--- config.mk ---
export PLATFORM = sky130hd
export DESIGN_NAME = rr_arb4_enc
export DESIGN_NICKNAME = d
export VERILOG_FILES = /design/src/rtl/arb_pkg.sv /design/src/rtl/rr_pick4.sv /design/src/rtl/rr_arb4_enc.sv
export SDC_FILE = /design/constraint.sdc
export NUM_CORES = 1
export LEC_CHECK = 0
export BUFFER_PORTS_ARGS = -buffer_cell sky130_fd_sc_hd__buf_2
export CORE_MARGIN = 2
export CORE_UTILIZATION = 45
export DETAILED_ROUTE_END_ITERATION = 6
export PLACE_DENSITY = 0.7
export SLEW_MARGIN = 10
export SYNTH_ARGS = -nofsm -noshare
export SYNTH_HDL_FRONTEND = slang
export SYNTH_SLANG_ARGS = --single-unit
--- constraint.sdc ---
create_clock -name clk -period 3.7 [get_ports clk]
set_input_delay 0.925 -clock clk [delete_from_list [all_inputs] [get_ports clk]]
set_output_delay 0.925 -clock clk [all_outputs]
set_load 0.01 [all_outputs]
--- src/rtl/arb_pkg.sv ---
// Shared types, constants and the 4:2 grant encoder for the round-robin arbiter.
package arb_pkg;

  localparam int NREQ_C = 4;
  localparam int IDXW_C = 2;

  typedef logic [3:0] req_vec_t;

  typedef enum logic {ARB_IDLE, ARB_GRANT} arb_state_t;

  // One-hot to binary encode; a non-one-hot input maps to 0 so the mux select stays defined.
  function automatic logic [1:0] onehot2idx(input req_vec_t oh);
    logic [1:0] idx;
    case (oh)
      4'b0001: idx = 2'd0;
      4'b0010: idx = 2'd1;
      4'b0100: idx = 2'd2;
      4'b1000: idx = 2'd3;
      default: idx = 2'd0;
    endcase
    return idx;
  endfunction

endpackage

--- src/rtl/rr_pick4.sv ---
// Combinational rotate-priority picker: first requester at or after i_ptr (mod 4),
// ignoring anything in the exclude mask.
module rr_pick4
  import arb_pkg::*;
(
  input  req_vec_t   i_req_vec,
  input  logic [1:0] i_ptr,
  input  req_vec_t   i_excl,
  output req_vec_t   o_win,
  output logic       o_found
);

  req_vec_t   w_masked;
  logic [1:0] w_pos;

  assign w_masked = i_req_vec & ~i_excl;

  // Walk the four positions starting at the pointer and take the first live request.
  always_comb begin
    o_win   = 4'b0000;
    o_found = 1'b0;
    w_pos   = 2'd0;
    for (int d = 0; d < 4; d++) begin
      w_pos = i_ptr + 2'(d);
      if (!o_found && w_masked[w_pos]) begin
        o_win[w_pos] = 1'b1;
        o_found      = 1'b1;
      end else begin
        o_found = o_found;
      end
    end
  end

endmodule

--- src/rtl/rr_arb4_enc.sv ---
// Four-requester round-robin arbiter with locked grants, an encoded grant index
// for the downstream 4:2 mux, and an optional hold limit that forces rotation.
module rr_arb4_enc
  import arb_pkg::*;
#(
  parameter int NREQ     = 4,
  parameter int IDXW     = 2,
  parameter int MAX_HOLD = 8
) (
  input  logic            clk,
  input  logic            rst_n,
  input  logic [NREQ-1:0] req,
  output logic [NREQ-1:0] gnt,
  output logic [IDXW-1:0] gnt_idx,
  output logic            gnt_valid,
  output logic            preempt
);

  // Hold counter only needs to reach MAX_HOLD-1; keep at least one bit so 0/1 still elaborate.
  localparam int HOLDW = (MAX_HOLD > 1) ? $clog2(MAX_HOLD) : 1;
  localparam logic [HOLDW-1:0] HOLD_LAST = (MAX_HOLD > 0) ? HOLDW'(MAX_HOLD - 1) : {HOLDW{1'b0}};

  arb_state_t       r_state;
  req_vec_t         r_gnt;
  logic [1:0]       r_idx;
  logic             r_valid;
  logic             r_preempt;
  logic [1:0]       r_ptr;
  logic [HOLDW-1:0] r_hold;

  arb_state_t       w_state_n;
  req_vec_t         w_gnt_n;
  logic [1:0]       w_idx_n;
  logic             w_valid_n;
  logic             w_preempt_n;
  logic [1:0]       w_ptr_n;
  logic [HOLDW-1:0] w_hold_n;

  req_vec_t         w_req;
  req_vec_t         w_others;
  req_vec_t         w_excl;
  req_vec_t         w_win;
  logic             w_found;
  logic             w_owner_req;
  logic             w_expire;

  assign w_req       = req;
  assign w_others    = w_req & ~r_gnt;
  assign w_owner_req = w_req[r_idx];

  // Expiry only matters while the owner still wants the bus and someone else is waiting;
  // an owner release on the same edge takes the plain release path instead.
  assign w_expire = (MAX_HOLD != 0) && (r_state == ARB_GRANT) && w_owner_req &&
                    (r_hold == HOLD_LAST) && (w_others != 4'b0000);

  // On expiry the current owner is masked so the search lands on someone else.
  assign w_excl = w_expire ? r_gnt : 4'b0000;

  // The pointer already sits one past the owner, so one picker serves idle, release and expiry.
  rr_pick4 u_pick (
    .i_req_vec (w_req),
    .i_ptr     (r_ptr),
    .i_excl    (w_excl),
    .o_win     (w_win),
    .o_found   (w_found)
  );

  // Next-state decision for the two-state grant machine.
  always_comb begin
    w_state_n   = r_state;
    w_gnt_n     = r_gnt;
    w_idx_n     = r_idx;
    w_valid_n   = r_valid;
    w_preempt_n = 1'b0;
    w_ptr_n     = r_ptr;
    w_hold_n    = r_hold;
    case (r_state)
      ARB_IDLE: begin
        if (w_found) begin
          w_state_n = ARB_GRANT;
          w_gnt_n   = w_win;
          w_idx_n   = onehot2idx(w_win);
          w_valid_n = 1'b1;
          w_ptr_n   = onehot2idx(w_win) + 2'd1;
          w_hold_n  = {HOLDW{1'b0}};
        end else begin
          w_state_n = ARB_IDLE;
        end
      end
      ARB_GRANT: begin
        if (!w_owner_req || w_expire) begin
          if (w_found) begin
            w_gnt_n     = w_win;
            w_idx_n     = onehot2idx(w_win);
            w_valid_n   = 1'b1;
            w_ptr_n     = onehot2idx(w_win) + 2'd1;
            w_hold_n    = {HOLDW{1'b0}};
            w_preempt_n = w_expire;
          end else begin
            w_state_n = ARB_IDLE;
            w_gnt_n   = 4'b0000;
            w_idx_n   = 2'd0;
            w_valid_n = 1'b0;
            w_hold_n  = {HOLDW{1'b0}};
          end
        end else if (r_hold != HOLD_LAST) begin
          w_hold_n = r_hold + {{(HOLDW-1){1'b0}}, 1'b1};
        end else begin
          w_hold_n = r_hold;
        end
      end
      default: begin
        w_state_n = ARB_IDLE;
        w_gnt_n   = 4'b0000;
        w_idx_n   = 2'd0;
        w_valid_n = 1'b0;
        w_hold_n  = {HOLDW{1'b0}};
      end
    endcase
  end

  // State, pointer, hold counter and output registers; reset drops the grant immediately.
  always_ff @(posedge clk or negedge rst_n) begin
    if (!rst_n) begin
      r_state   <= ARB_IDLE;
      r_gnt     <= 4'b0000;
      r_idx     <= 2'd0;
      r_valid   <= 1'b0;
      r_preempt <= 1'b0;
      r_ptr     <= 2'd0;
      r_hold    <= {HOLDW{1'b0}};
    end else begin
      r_state   <= w_state_n;
      r_gnt     <= w_gnt_n;
      r_idx     <= w_idx_n;
      r_valid   <= w_valid_n;
      r_preempt <= w_preempt_n;
      r_ptr     <= w_ptr_n;
      r_hold    <= w_hold_n;
    end
  end

  assign gnt       = r_gnt;
  assign gnt_idx   = r_idx;
  assign gnt_valid = r_valid;
  assign preempt   = r_preempt;

endmodule

== Yosys cells after proc, flatten, opt, wreduce, memory -nomap -nowiden ==
Cells that the tools add are included.
W data, S select, Z words.

* Flip-flop bits (word level): 14
* Bits of input ports: 6

* Add/subtract/negate cells: 6
* Magnitude comparators: 9
* Equal/unequal tests: 9
* Mux-type cells: 56
* Bitwise logic cells: 8
* Reductions and logical operators: 19

{| class="wikitable"
|+ Operators by type and width
! operator !! number
|-
| $mux W4 || 8
|-
| $mux W1 || 20
|-
| $mux W2 || 9
|-
| $lt A2 B3 Y1 const B || 5
|-
| $or A4 B4 Y4 || 3
|-
| $bmux W1 S2 || 5
|-
| $logic_and A1 B1 Y1 || 10
|-
| $mux W3 || 3
|-
| $and A4 B4 Y4 || 2
|-
| $demux W1 S2 || 4
|-
| $ge A2 B1 Y1 const B || 4
|-
| $not A4 Y4 || 2
|-
| $pmux W2 S2 || 2
|-
| $pmux W4 S2 || 1
|-
| $add A2 B1 Y2 const B || 3
|-
| $ne A2 B1 Y1 const B || 3
|-
| $pmux W2 S3 || 1
|-
| $pmux W3 S2 || 1
|-
| $add A2 B2 Y2 const B || 2
|-
| $eq A4 B2 Y1 const B || 1
|-
| $eq A4 B3 Y1 const B || 1
|-
| $eq A4 B4 Y1 const B || 1
|-
| $logic_not A1 Y1 || 4
|-
| $pmux W1 S2 || 2
|-
| 9 further kinds || 10
|}

== Depth between registers and ports, before layout ==
Gate-level depths: netlist of the first run.

* Depth after elaboration: 29
* Gate-level depth with buffers: 11
* Gate-level depth less buffers: 11

== Cells and area by module ==
A second synthesis of the first run with hierarchy kept.

* Cells, all modules: 111
* Area, all modules: 1142.3 µm²

{| class="wikitable"
|+ Modules (own cells, without submodules)
! module !! times used !! cells an instance !! area an instance (µm²) !! sequential area each (µm²)
|-
| rr_arb4_enc || 1 || 59 || 723.2 || 350.3
|-
| rr_pick4 || 1 || 52 || 419.2 || 0.0
|}

== Least setup slack after synthesis of the first run ==
Ideal clock, no wire load.

* Kind: input port to flip-flop
* Start point: in req[3]
* End point: reg r_idx[1], in the netlist gnt_idx[1]
* Arrival: 2882 ps
* Path slack: 697 ps
* Stages: 9
* Path through: mux2i_1 -> a2bb2oi_4 -> o21a_2 -> nor2_1 -> a211o_1 -> o311a_2 -> a221oi_2 -> xor2_1 -> a32o_1

* Word-level cells in the longest chain between the ends: 25
* Elaborated cells on any way between the ends: 48
* Those cells by class: eq/ne: 5; mux: 24; bitwise: 6; reduce/logical: 13

{| class="wikitable"
|+ Ends and longest elaborated chain
! what !! RTL line !! RTL
|-
| start, declared || rr_arb4_enc.sv:12 || <nowiki>input logic [NREQ-1:0] req,</nowiki>
|-
| $bmux W1 S2 || rr_arb4_enc.sv:49 || <nowiki>assign w_owner_req = w_req[r_idx];</nowiki>
|-
| $mux W1 (implied by the code) || rr_arb4_enc.sv:49 ||
|-
| $logic_and A1 B1 Y1 (2 in a row) || rr_arb4_enc.sv:53 || <nowiki>assign w_expire = (MAX_HOLD != 0) && (r_state == ARB_GRANT) && w_owner_req &&</nowiki>
|-
| $logic_and A1 B1 Y1 || rr_arb4_enc.sv:54 || <nowiki>(r_hold == HOLD_LAST) && (w_others != 4'b0000);</nowiki>
|-
| $mux W4 || rr_arb4_enc.sv:57 || <nowiki>assign w_excl = w_expire ? r_gnt : 4'b0000;</nowiki>
|-
| $not A4 Y4 || rr_pick4.sv:16 || <nowiki>assign w_masked = i_req_vec & ~i_excl;</nowiki>
|-
| $and A4 B4 Y4 || rr_pick4.sv:16 ||
|-
| $bmux W1 S2 || rr_pick4.sv:25 || <nowiki>if (!o_found && w_masked[w_pos]) begin</nowiki>
|-
| [... 8 more ...] || -- ||
|-
| $logic_not A1 Y1 || rr_pick4.sv:25 ||
|-
| $logic_and A1 B1 Y1 || rr_pick4.sv:25 ||
|-
| $mux W4 || rr_pick4.sv:25 ||
|-
| $eq A4 B4 Y1 (tied with other cells) || arb_pkg.sv:14 || <nowiki>case (oh)</nowiki>
|-
| $pmux W2 S3 || arb_pkg.sv:14 ||
|-
| $mux W2 || rr_arb4_enc.sv:92 || <nowiki>if (w_found) begin</nowiki>
|-
| $mux W2 || rr_arb4_enc.sv:91 || <nowiki>if (!w_owner_req || w_expire) begin</nowiki>
|-
| $pmux W2 S2 || rr_arb4_enc.sv:77 || <nowiki>case (r_state)</nowiki>
|-
| end signal, assigned || rr_arb4_enc.sv:135 || <nowiki>r_idx <= w_idx_n;</nowiki>
|-
| end, declared || rr_arb4_enc.sv:25 || <nowiki>logic [1:0] r_idx;</nowiki>
|}

Parallel ways exist; a longest one is shown, timed or not. The select of a mux whose other input is x is not followed.
A chain may end at the register's enable or synchronous reset.

== Worst setup path in the final report of the first run ==
* Start point: in req[0]
* End point: reg r_ptr[1]

* Word-level cells in the longest chain between the ends: 29
* Elaborated cells on any way between the ends: 55
* Those cells by class: add/sub: 2; eq/ne: 6; mux: 28; bitwise: 6; reduce/logical: 13

{| class="wikitable"
|+ Ends and longest elaborated chain
! what !! RTL line !! RTL
|-
| $bmux W1 S2 || rr_arb4_enc.sv:49 ||
|-
| $mux W1 (implied by the code) || rr_arb4_enc.sv:49 ||
|-
| $logic_and A1 B1 Y1 (2 in a row) || rr_arb4_enc.sv:53 ||
|-
| $logic_and A1 B1 Y1 || rr_arb4_enc.sv:54 ||
|-
| $mux W4 || rr_arb4_enc.sv:57 ||
|-
| $not A4 Y4 || rr_pick4.sv:16 ||
|-
| $and A4 B4 Y4 || rr_pick4.sv:16 ||
|-
| $bmux W1 S2 || rr_pick4.sv:25 ||
|-
| [... 12 more ...] || -- ||
|-
| $pmux W2 S3 || arb_pkg.sv:14 ||
|-
| $mux W2 || rr_arb4_enc.sv:79, rr_arb4_enc.sv:92 ||
|-
| $mux W2 || rr_arb4_enc.sv:91 ||
|-
| $mux W2 || rr_arb4_enc.sv:77 ||
|-
| $add A2 B1 Y2 || rr_arb4_enc.sv:96 || <nowiki>w_ptr_n = onehot2idx(w_win) + 2'd1;</nowiki>
|-
| $mux W2 || rr_arb4_enc.sv:92 ||
|-
| $mux W2 || rr_arb4_enc.sv:91 ||
|-
| $pmux W2 S2 || rr_arb4_enc.sv:77 ||
|-
| end signal, assigned || rr_arb4_enc.sv:138 || <nowiki>r_ptr <= w_ptr_n;</nowiki>
|-
| end, declared || rr_arb4_enc.sv:28 || <nowiki>logic [1:0] r_ptr;</nowiki>
|}

Parallel ways exist; a longest one is shown, timed or not. The select of a mux whose other input is x is not followed.

==> results.json, run 1 <==
{
  "final_nets": 155,
  "synth_seq_cells": 14,
  "path_clk_slew_ns": 0.08,
  "synthFlopType": "dfrtp_1",
  "track_usage_pct": 18.7,
  "finClkSkew_ns": 0.00980,
  "worst_slack_ns": 0.570,
  "hold_buffers": 0,
  "antenna_left": 0,
  "multi_input_area_sq_um": 787,
  "status": "completed",
  "grt_max_degree": 15,
  "antenna_found_initial": 0,
  "period_share_pct": 84.6,
  "hold_depth": 2,
  "dieWidth_microns": 54.7,
  "postCtsSetupBuffers": 0,
  "setup_tns_ns": 0,
  "synthToLayoutAreaGrowth_pct": 13.0,
  "required_ns": 3.86,
  "viasPerCell": 5.95,
  "setup_viol": 0,
  "n_fill_cell": 219,
  "grt_overflow": 0,
  "cellLeakagePower_nw": 0.562,
  "dr.pass1.iters": 4,
  "endpoint_kind": "register",
  "final_cell_mix": "nand2_1, dfrtp_1, buf_2, ha_1, nor3_1",
  "synth_edf_count": 0,
  "dieArea_sq_mm": 0.00299,
  "numCtsBuffers": 3,
  "timing.final.crit_period_ns": 3.13,
  "cts.sinks": 14,
  "grt_pass1_vias": 935,
  "initial_core_util_pct": 47.1,
  "syn_area_sq_mm": 0.00116,
  "drt_iter0_markers": 32,
  "p_per_area_mw_per_mm2": 696,
  "grtUsageMet2_pct": 31.3,
  "reg2reg_depth": 11,
  "critical_path.startpoint_type": "input pin",
  "maxSlewViolCount": 0,
  "hold_path_class": "reg2reg",
  "regArea_sq_um": 350,
  "ctsHtreeMaxLevel": 1,
  "cts_tree": "built",
  "routed_wl_microns": 2530,
  "p_seq_share_pct": 27.8,
  "crit_type": "in2reg",
  "core-area_sq_mm": 0.00245,
  "hpwl_microns": 2000,
  "diodes": 0,
  "yosys_warnings": 0,
  "max-cap-violations": 0,
  "async_flop_share_pct": 100,
  "rsz0062_at_grt": "false",
  "grtUsageMet1_pct": 25.0,
  "dp_worst_setup_slack_ns": 0.290,
  "slew_headroom_pct": 65.1,
  "synth.avg_cell_area_sq_um": 9.48,
  "met3_usage_pct": 4.10,
  "p_switching_mw": 0.415,
  "placedCellCount": 166,
  "cp_max_fo": 5,
  "max_freq_mhz": 320,
  "place.gp.congestion": 0.777,
  "grt_pass1_wl_microns": 4110,
  "die_h_microns": 54.7,
  "yosysSeqAreaShare_pct": 30.3,
  "final_cells": 170,
  "worst_pin_slew_ns": 0.520,
  "p_clk_share_pct": 12.0,
  "internal_power_mw": 0.494,
  "syn-num-nets": 136,
  "ys_types": 37,
  "drive_above_1_share_pct": 22.9,
  "post-route-util_pct": 53.2,
  "root_buffer": "clkbuf_4",
  "critPathArrivalTime_ns": 3.29,
  "combPwrFrac_pct": 60.3,
  "io_buffers": 13,
  "placementRows": 18,
  "drc": 0,
  "wire_per_inst_microns": 14.9,
  "io_pins": 14,
  "ctsResizeCount": 0,
  "grt-busiest-layer": "met2",
  "switching_share_pct": 45.7,
  "irDropWorstVdd_mv": 0.512,
  "finalHoldViolCount": 0,
  "clock_latency_ns": 0.28,
  "syn_inst": 122,
  "clock_path_buffers": 2,
  "vias": 1012,
  "final_common_cell": "nand2_1"
}
path summary, 6_finish.rpt:
kind | from | end | slack, ns
setup / recovery | req[0] | r_ptr[1] | 0.57
hold / removal | gnt_valid | gnt_valid | 0.48
setup reg to reg | r_hold[0] | r_ptr[1] | 0.65
hold reg to reg | gnt_valid | gnt_valid | 0.48
max in group asynchronous | rst_n | gnt_idx[1] | 2.93
min in group asynchronous | rst_n | r_hold[2] | 0.52
routing by layer:
| layer | routed length [microns] | part of all wire (%) |
|---|---|---|
| met1 | 1280 | 51 |
| met3 | 89 | 3.5 |
| met4 | 21 | 0.83 |
| met5 | 0 | 0 |
| met2 | 1130 | 45 |
cell type report:
class / instances / area share [%]
inverter: 4 / 1.15
sequential: 14 / 26.8
tap: 30 / 2.87
multi-input combinational: 103 / 60.2
clock buffer: 4 / 2.78
timing repair buffer: 15 / 6.13
metrics by stage:
| step | total power, mW | hold slack, ns | area, sq um |
|---|---|---|---|
| 6_report | 0.909 | 0.485 | 1310 |
| 5_1_grt | 0.986 | 0.527 | 1310 |
| 4_1_cts | 0.908 | 0.488 | 1310 |
| 3_5_place_dp | 0.797 | 0.466 | 1270 |
| 3_3_place_gp | 0.784 | 0.468 | 1270 |
| 2_1_floorplan | 0.662 | 0.477 | 1160 |
flip-flops by register name, summed over array words and instances (netlist names):
register,flops
gnt_valid,1
r_ptr,2
gnt_idx,2
r_hold,3
gnt,4
preempt,1
r_state,1
synthesized netlist by cell type (2+ instances only):
cell / count / area share, %
o211ai_1: 2 / 1.3
clkinv_1: 2 / 0.65
a22o_1: 2 / 1.5
nor2b_1: 6 / 3.2
o31ai_1: 4 / 2.6
o21ai_0: 6 / 2.6
nand4_1: 2 / 1.1
o21ai_1: 5 / 2.2
o221ai_1: 2 / 1.5
nand2_1: 22 / 7.1
a221oi_2: 3 / 3.9
inv_1: 2 / 0.65
a32o_1: 3 / 2.6
nand3_1: 2 / 0.87
ha_1: 8 / 8.7
dfrtp_1: 14 / 30
o21a_1: 2 / 1.3
mux2i_1: 6 / 5.2
xor2_1: 3 / 2.3
nor3_1: 7 / 3.0
nor2_1: 3 / 0.97
worst max-delay path: stages:
cell	delay, ns
buf_2	0.11
nor2b_1	0.28
o31ai_1	0.15
o21ai_1	0.35
nor3_1	0.11
o311a_2	0.45
a221oi_2	0.51
xor2_1	0.13
a32o_1	0.28
power groups by stage:
stage	sequential [mW]	clock, mW	combinational, mW
after global routing	0.258	0.120	0.608
after global placement	0.253	0	0.531
after floorplan	0.258	0	0.404
final	0.252	0.109	0.548
after CTS	0.251	0.111	0.546
after detailed placement	0.254	0	0.542
logic make-up after synthesis:
| logic type | after synthesis | share of synthesized area [%] |
|---|---|---|
| AOI/OAI and AO/OA | 40 | 30.3 |
| xor gates and xnor gates | 3 | 2.27 |
| adders and majority gates | 8 | 8.66 |
| buffers and inverters | 5 | 1.62 |
| DFF | 14 | 30.3 |
| muxes | 9 | 9.42 |
| and+or+nand+nor | 43 | 17.4 |
(Power assumes the default switching activity.)
==> run 2, diff against run 1 <==
ABC_AREA = 1   (was unset)
clock period = 3.2 ns   (was 3.7 ns; I/O delays follow)
==> run 2 against run 1 <==
Power rose by 62%. Critical path depth rose by 6. Die area rose by 11%. Final area rose by 9.3%. Highest routed layer unchanged. Largest power group unchanged.
==> results.json, run 2 <==
{
  "status": "completed",
  "synth_seq_cells": 14,
  "routed_wl_microns": 2950,
  "async_flop_share_pct": 100,
  "dr.pass1.iters": 4,
  "antenna_left": 0,
  "diodes": 0,
  "yosysSeqAreaShare_pct": 27.1,
  "cts_tree": "built",
  "drc": 0,
  "crit_chain": "ha_1, ha_1, inv_1, nor2_2, nand3_1, nand3_2, nand3_4, nand2_4, nand2_4, nor3_4, nand2_2, nand2_2, inv_1, nand2_1, nand2_1",
  "drive_above_1_share_pct": 20.9,
  "synthFlopType": "dfrtp_1",
  "ctsResizeCount": 0,
  "postLayoutCellArea_sq_mm": 0.00143,
  "max-cap-violations": 0,
  "hpwl_microns": 2380,
  "cp_max_fo": 13,
  "postCtsSetupBuffers": 0,
  "synth.area.top_cells": "dfrtp_1, nand2_1, nand3_1",
  "crit_path_top_delay_cell": "dfrtp_1",
  "grt_pass1_wl_microns": 5200,
  "timing.final.crit_period_ns": 2.54,
  "root_buffer": "clkbuf_4",
  "syn_inst": 189,
  "final_cell_mix": "nand2_1, nand3_1, inv_1, nor2_1, dfrtp_1",
  "required_ns": 3.37,
  "grt_pass1_vias": 1150,
  "cellLeakagePower_nw": 0.808,
  "critPathTopFamily": "simple AND/OR/NAND/NOR gates",
  "maxSlewViolCount": 0,
  "grt_overflow": 0,
  "period_share_pct": 79.4,
  "yosys.cell_count.top_type": "nand2_1",
  "syn-num-nets": 203,
  "crit_type": "reg2reg",
  "dieArea_sq_mm": 0.00331,
  "fin_total_pwr_mw": 1.47,
  "vias": 1246,
  "die_h_microns": 57.6,
  "synth_top_cells_by_count": "nand2_1, nand3_1, inv_1",
  "ctsHtreeMaxLevel": 1,
  "viasPerCell": 5.26,
  "cp_num_buf_inv": 2,
  "io_buffers": 13,
  "finalHoldViolCount": 0,
  "place.gp.congestion": 0.900,
  "antenna_found_initial": 0,
  "syn_area_sq_mm": 0.00129,
  "max_freq_mhz": 394,
  "irDropWorstVdd_mv": 0.571,
  "dp_worst_setup_slack_ns": 0.361,
  "numCtsBuffers": 3,
  "yosys_warnings": 0,
  "wire_per_inst_microns": 12.4,
  "placementRows": 19,
  "core-area_sq_mm": 0.00273,
  "initial_core_util_pct": 47.2,
  "whs_ns": 0.396,
  "finClkSkew_ns": 0.00758,
  "synth_area_leader_cell": "dfrtp_1",
  "max_stage_delay_ns": 0.39,
  "worst_pin_slew_ns": 0.335,
  "grt_max_degree": 15,
  "place_area_sq_mm": 0.00139,
  "synthToLayoutAreaGrowth_pct": 10.6,
  "largest_reg_flops": 4,
  "clock_latency_ns": 0.28,
  "cts.sinks": 14,
  "ys_types": 20,
  "synth_edf_count": 0,
  "hold_buffers": 0,
  "final_nets": 221,
  "synth.top_cell.area_share_pct": 27.1,
  "setup_viol": 0,
  "worst_slack_ns": 0.660,
  "synth.avg_cell_area_sq_um": 6.83,
  "p_per_area_mw_per_mm2": 1030,
  "slew_headroom_pct": 77.7,
  "endpoint_kind": "register",
  "critPathArrivalTime_ns": 2.71,
  "dieWidth_microns": 57.6,
  "setup_tns_ns": 0,
  "critical_path.startpoint_type": "register",
  "path_clk_slew_ns": 0.08,
  "rsz0062_at_grt": "false",
  "final_common_cell": "nand2_1",
  "drt_iter0_markers": 88,
  "io_pins": 14,
  "clock_path_buffers": 2,
  "hold_path_class": "in2async",
  "track_usage_pct": 19.8
}
[run 2: cell families after synthesis]
| kind of cell | count (synthesis) | share of synthesized area [%] |
|---|---|---|
| flops | 14 | 27.1 |
| simple gates | 132 | 52.6 |
| fa+ha+maj | 8 | 7.75 |
| buf+inv | 28 | 8.72 |
| compound gates | 7 | 3.78 |
[run 2: area by class of cell]
type                       count  area [sq um]
clock buffer                   4          36.3
fill                         284          1310
inverter                      27           101
multi-input combinational    147           828
sequential                    14           350
tap                           31          38.8
timing repair buffer          14          72.6
[run 2: layer usage]
metal / track usage (%) / up-vias / share of wire, %
met1: 28.2 / 567 / 46
li1: - / 635 / -
met4: 3.99 / 0 / 0.98
met2: 32.0 / 40 / 47
met5: 0 / - / 0
met3: 3.17 / 4 / 5.8
[run 2: worst paths after layout]
check,cells after the start,from,endpoint,slack (ns)
max in group asynchronous,1,rst_n,gnt[1],2.57
worst min register to register,2,gnt_valid,gnt_valid,0.48
worst max register to register,15,r_hold[0],gnt_idx[1],0.66
worst max-delay path,15,r_hold[0],gnt_idx[1],0.66
worst min-delay path,1,rst_n,r_hold[0],0.40
min in group clk,2,gnt_valid,gnt_valid,0.48
[run 2: power breakdown]
group | internal [mW] | leakage [nW] | switching [mW]
logic | 0.332 | 0.610 | 0.713
registers | 0.243 | 0.178 | 0.0605
clock network | 0.0692 | 0.0210 | 0.0540
total | 0.644 | 0.808 | 0.828
[run 2: through the flow]
| stage | utilization, % | instances |
|---|---|---|
| floorplan | - | 189 |
| finish | 52.2 | 237 |
| global route | 52.2 | 237 |
| detailed placement | 50.9 | 233 |
| global placement | 50.9 | 233 |
| CTS | 52.2 | 237 |
==> run 3, diff against run 2 <==
clock period = 2.5 ns   (was 3.2 ns; I/O delays follow)
==> run 3 against run 2 <==
Non-clock buffer count rose by 14. Sequential power rose by 25%. Setup slack got worse by 0.47 ns. Maximum frequency rose by 9.9%. Utilization rose by 7.4 points. Die area did not move. Critical path depth rose by 2. Combinational power rose by 52%. First-iteration DRC count fell by 23%. Final area rose by 14%. Via count rose by 1.9%.
==> results.json, run 3 (synthesis results as in run 2) <==
{
  "cp_max_fo": 10,
  "placementRows": 19,
  "p_seq_share_pct": 17.7,
  "fin_total_pwr_mw": 2.14,
  "dr.pass1.iters": 4,
  "hold_path_class": "in2async",
  "wire_per_inst_microns": 12.1,
  "drc": 0,
  "crit_type": "reg2reg",
  "reg2reg_depth": 17,
  "numCtsBuffers": 3,
  "crit_path_top_delay_cell": "dfrtp_1",
  "grt_pass1_wl_microns": 5120,
  "postLayoutCellArea_sq_mm": 0.00163,
  "cts.sinks": 14,
  "critical_path.startpoint_type": "register",
  "finalHoldViolCount": 0,
  "period_share_pct": 92.5,
  "core-area_sq_mm": 0.00273,
  "clock_latency_ns": 0.28,
  "max-cap-violations": 0,
  "path_clk_slew_ns": 0.08,
  "critPathTopFamily": "simple AND/OR/NAND/NOR gates",
  "dieWidth_microns": 57.6,
  "wl_met1_microns": 1380,
  "grt_overflow": 0,
  "place.gp.congestion": 0.922,
  "drive_above_1_share_pct": 31.4,
  "critPathArrivalTime_ns": 2.49,
  "setup_viol": 0,
  "track_usage_pct": 19.8,
  "met2_length_microns": 1490,
  "setup_tns_ns": 0,
  "vias": 1270,
  "r2r-end": "gnt_idx[1]",
  "max_freq_mhz": 433,
  "worstSetupPathDepth": 17,
  "p_switching_mw": 1.14,
  "viasPerCell": 5.06,
  "grt_max_degree": 15,
  "io_pins": 14,
  "synthToLayoutAreaGrowth_pct": 26.3,
  "routed_wl_microns": 3040,
  "timing.final.crit_period_ns": 2.31,
  "p_per_area_mw_per_mm2": 1310,
  "maxSlewViolCount": 0,
  "final_common_cell": "nand2_1",
  "place_area_sq_mm": 0.00150,
  "cp_num_buf_inv": 1,
  "wl_met3_microns": 161,
  "switching_share_pct": 53.2,
  "p_clk_share_pct": 7.5,
  "reg2reg_setup_slack_ns": 0.19,
  "root_buffer": "clkbuf_4",
  "grt_pass1_vias": 1167,
  "initial_core_util_pct": 47.2,
  "antenna_left": 0,
  "worst_path_most_repeated_cell": "nand2_1",
  "antenna_found_initial": 0,
  "combPwrFrac_pct": 74.7,
  "worst_pin_slew_ns": 0.306,
  "top_layer": "met4",
  "cellLeakagePower_nw": 0.889,
  "internal_power_mw": 0.999,
  "irDropWorstVdd_mv": 0.856,
  "slew_headroom_pct": 79.6,
  "drt_iter0_markers": 68,
  "io_buffers": 13,
  "dieArea_sq_mm": 0.00331,
  "final_nets": 235,
  "die_h_microns": 57.6,
  "ctsHtreeMaxLevel": 1,
  "largest_reg_flops": 4,
  "clock_path_buffers": 2,
  "crit_start": "r_hold[0]",
  "max_stage_delay_ns": 0.39,
  "finClkSkew_ns": 0.00414,
  "hpwl_microns": 2380,
  "endpoint_kind": "register",
  "endpoint": "gnt_idx[1]",
  "crit_chain": "ha_1, ha_4, inv_2, nor2_4, nand3_2, nand3_2, nand3_4, nand2_8, nand2_4, nor2_4, nand3_1, nand2_1, nor2_2, nand2_1, nand2_1, nand2_1, nand2_1",
  "required_ns": 2.68,
  "diodes": 0,
  "cts_tree": "built",
  "status": "completed",
  "reg2reg_from": "r_hold[0]",
  "final_cell_mix": "nand2_1, inv_1, nand3_1, nor2_1, buf_4"
}
[run 3: cell types whose count changed in the layout (fill, tap and decap cells not counted), moves of 2 or more]
cell	delta
nand3_1	-6
nand3_2	+4
buf_4	+13
nor2_1	-2
nand3_4	+2
[run 3: power by group through the flow]
| stage | sequential [mW] | combinational, mW | clock, mW |
|---|---|---|---|
| after floorplan | 0.403 | 1.04 | 0 |
| after global placement | 0.373 | 1.49 | 0 |
| after detailed placement | 0.373 | 1.50 | 0 |
| after CTS | 0.370 | 1.50 | 0.163 |
| after global routing | 0.388 | 1.78 | 0.173 |
| final | 0.379 | 1.60 | 0.161 |
[run 3: metal layers]
| layer | GRT usage (%) | up-vias |
|---|---|---|
| met5 | 0 | - |
| met4 | 2.99 | 0 |
| met3 | 3.40 | 2 |
| met2 | 31.8 | 26 |
| met1 | 28.5 | 577 |
| li1 | - | 665 |
[run 3: final cells by class]
cell class	instances	area, sq um
well taps	31	38.8
repair buffers	28	190
multi-input cells	147	912
flip-flops and latches	14	352
fillers	262	1100
clock buffers	4	36.3
inverters	27	101
[run 3: repair_timing]
item | in CTS | in global routing
buffers inserted | 0 | 1
hold buffers | 0 | 0
gates resized for setup | 0 | 18
endpoints found under the setup margin | 0 | 10
[run 3: metrics by stage]
step	setup slack (ns)	util (%)	instances	hold WS, ns
6_report	0.188	59.6	251	0.219
5_1_grt	-0.0221	59.6	251	0.234
4_1_cts	0.116	56.2	250	0.228
3_5_place_dp	-0.00367	54.9	246	0.460
3_3_place_gp	0.0204	54.9	246	0.476
2_1_floorplan	0.313	-	189	0.329
[run 3: worst min path at each step]
| stage | start | endpoint | slack, ns | cells past startpoint |
|---|---|---|---|---|
| 2_1_floorplan | rst_n | gnt[0] | 0.33 | 0 |
| 3_3_place_gp | gnt_valid | gnt_valid | 0.48 | 2 |
| 3_5_place_dp | gnt_valid | gnt_valid | 0.46 | 2 |
| 4_1_cts | rst_n | r_hold[0] | 0.23 | 1 |
| 5_1_grt | rst_n | r_hold[0] | 0.23 | 1 |
| 6_report | rst_n | r_hold[0] | 0.22 | 1 |
[run 3: worst register-to-register path, stage by stage, from the launching register on]
cell and delay, ns:
dfrtp_1 0.39, ha_1 0.20, ha_4 0.15, inv_2 0.05, nor2_4 0.19, nand3_2 0.14, nand3_2 0.14, nand3_4 0.13
nand2_8 0.12, nand2_4 0.07, nor2_4 0.11, nand3_1 0.08, nand2_1 0.13, nor2_2 0.06, nand2_1 0.08, nand2_1 0.06
nand2_1 0.07, nand2_1 0.05
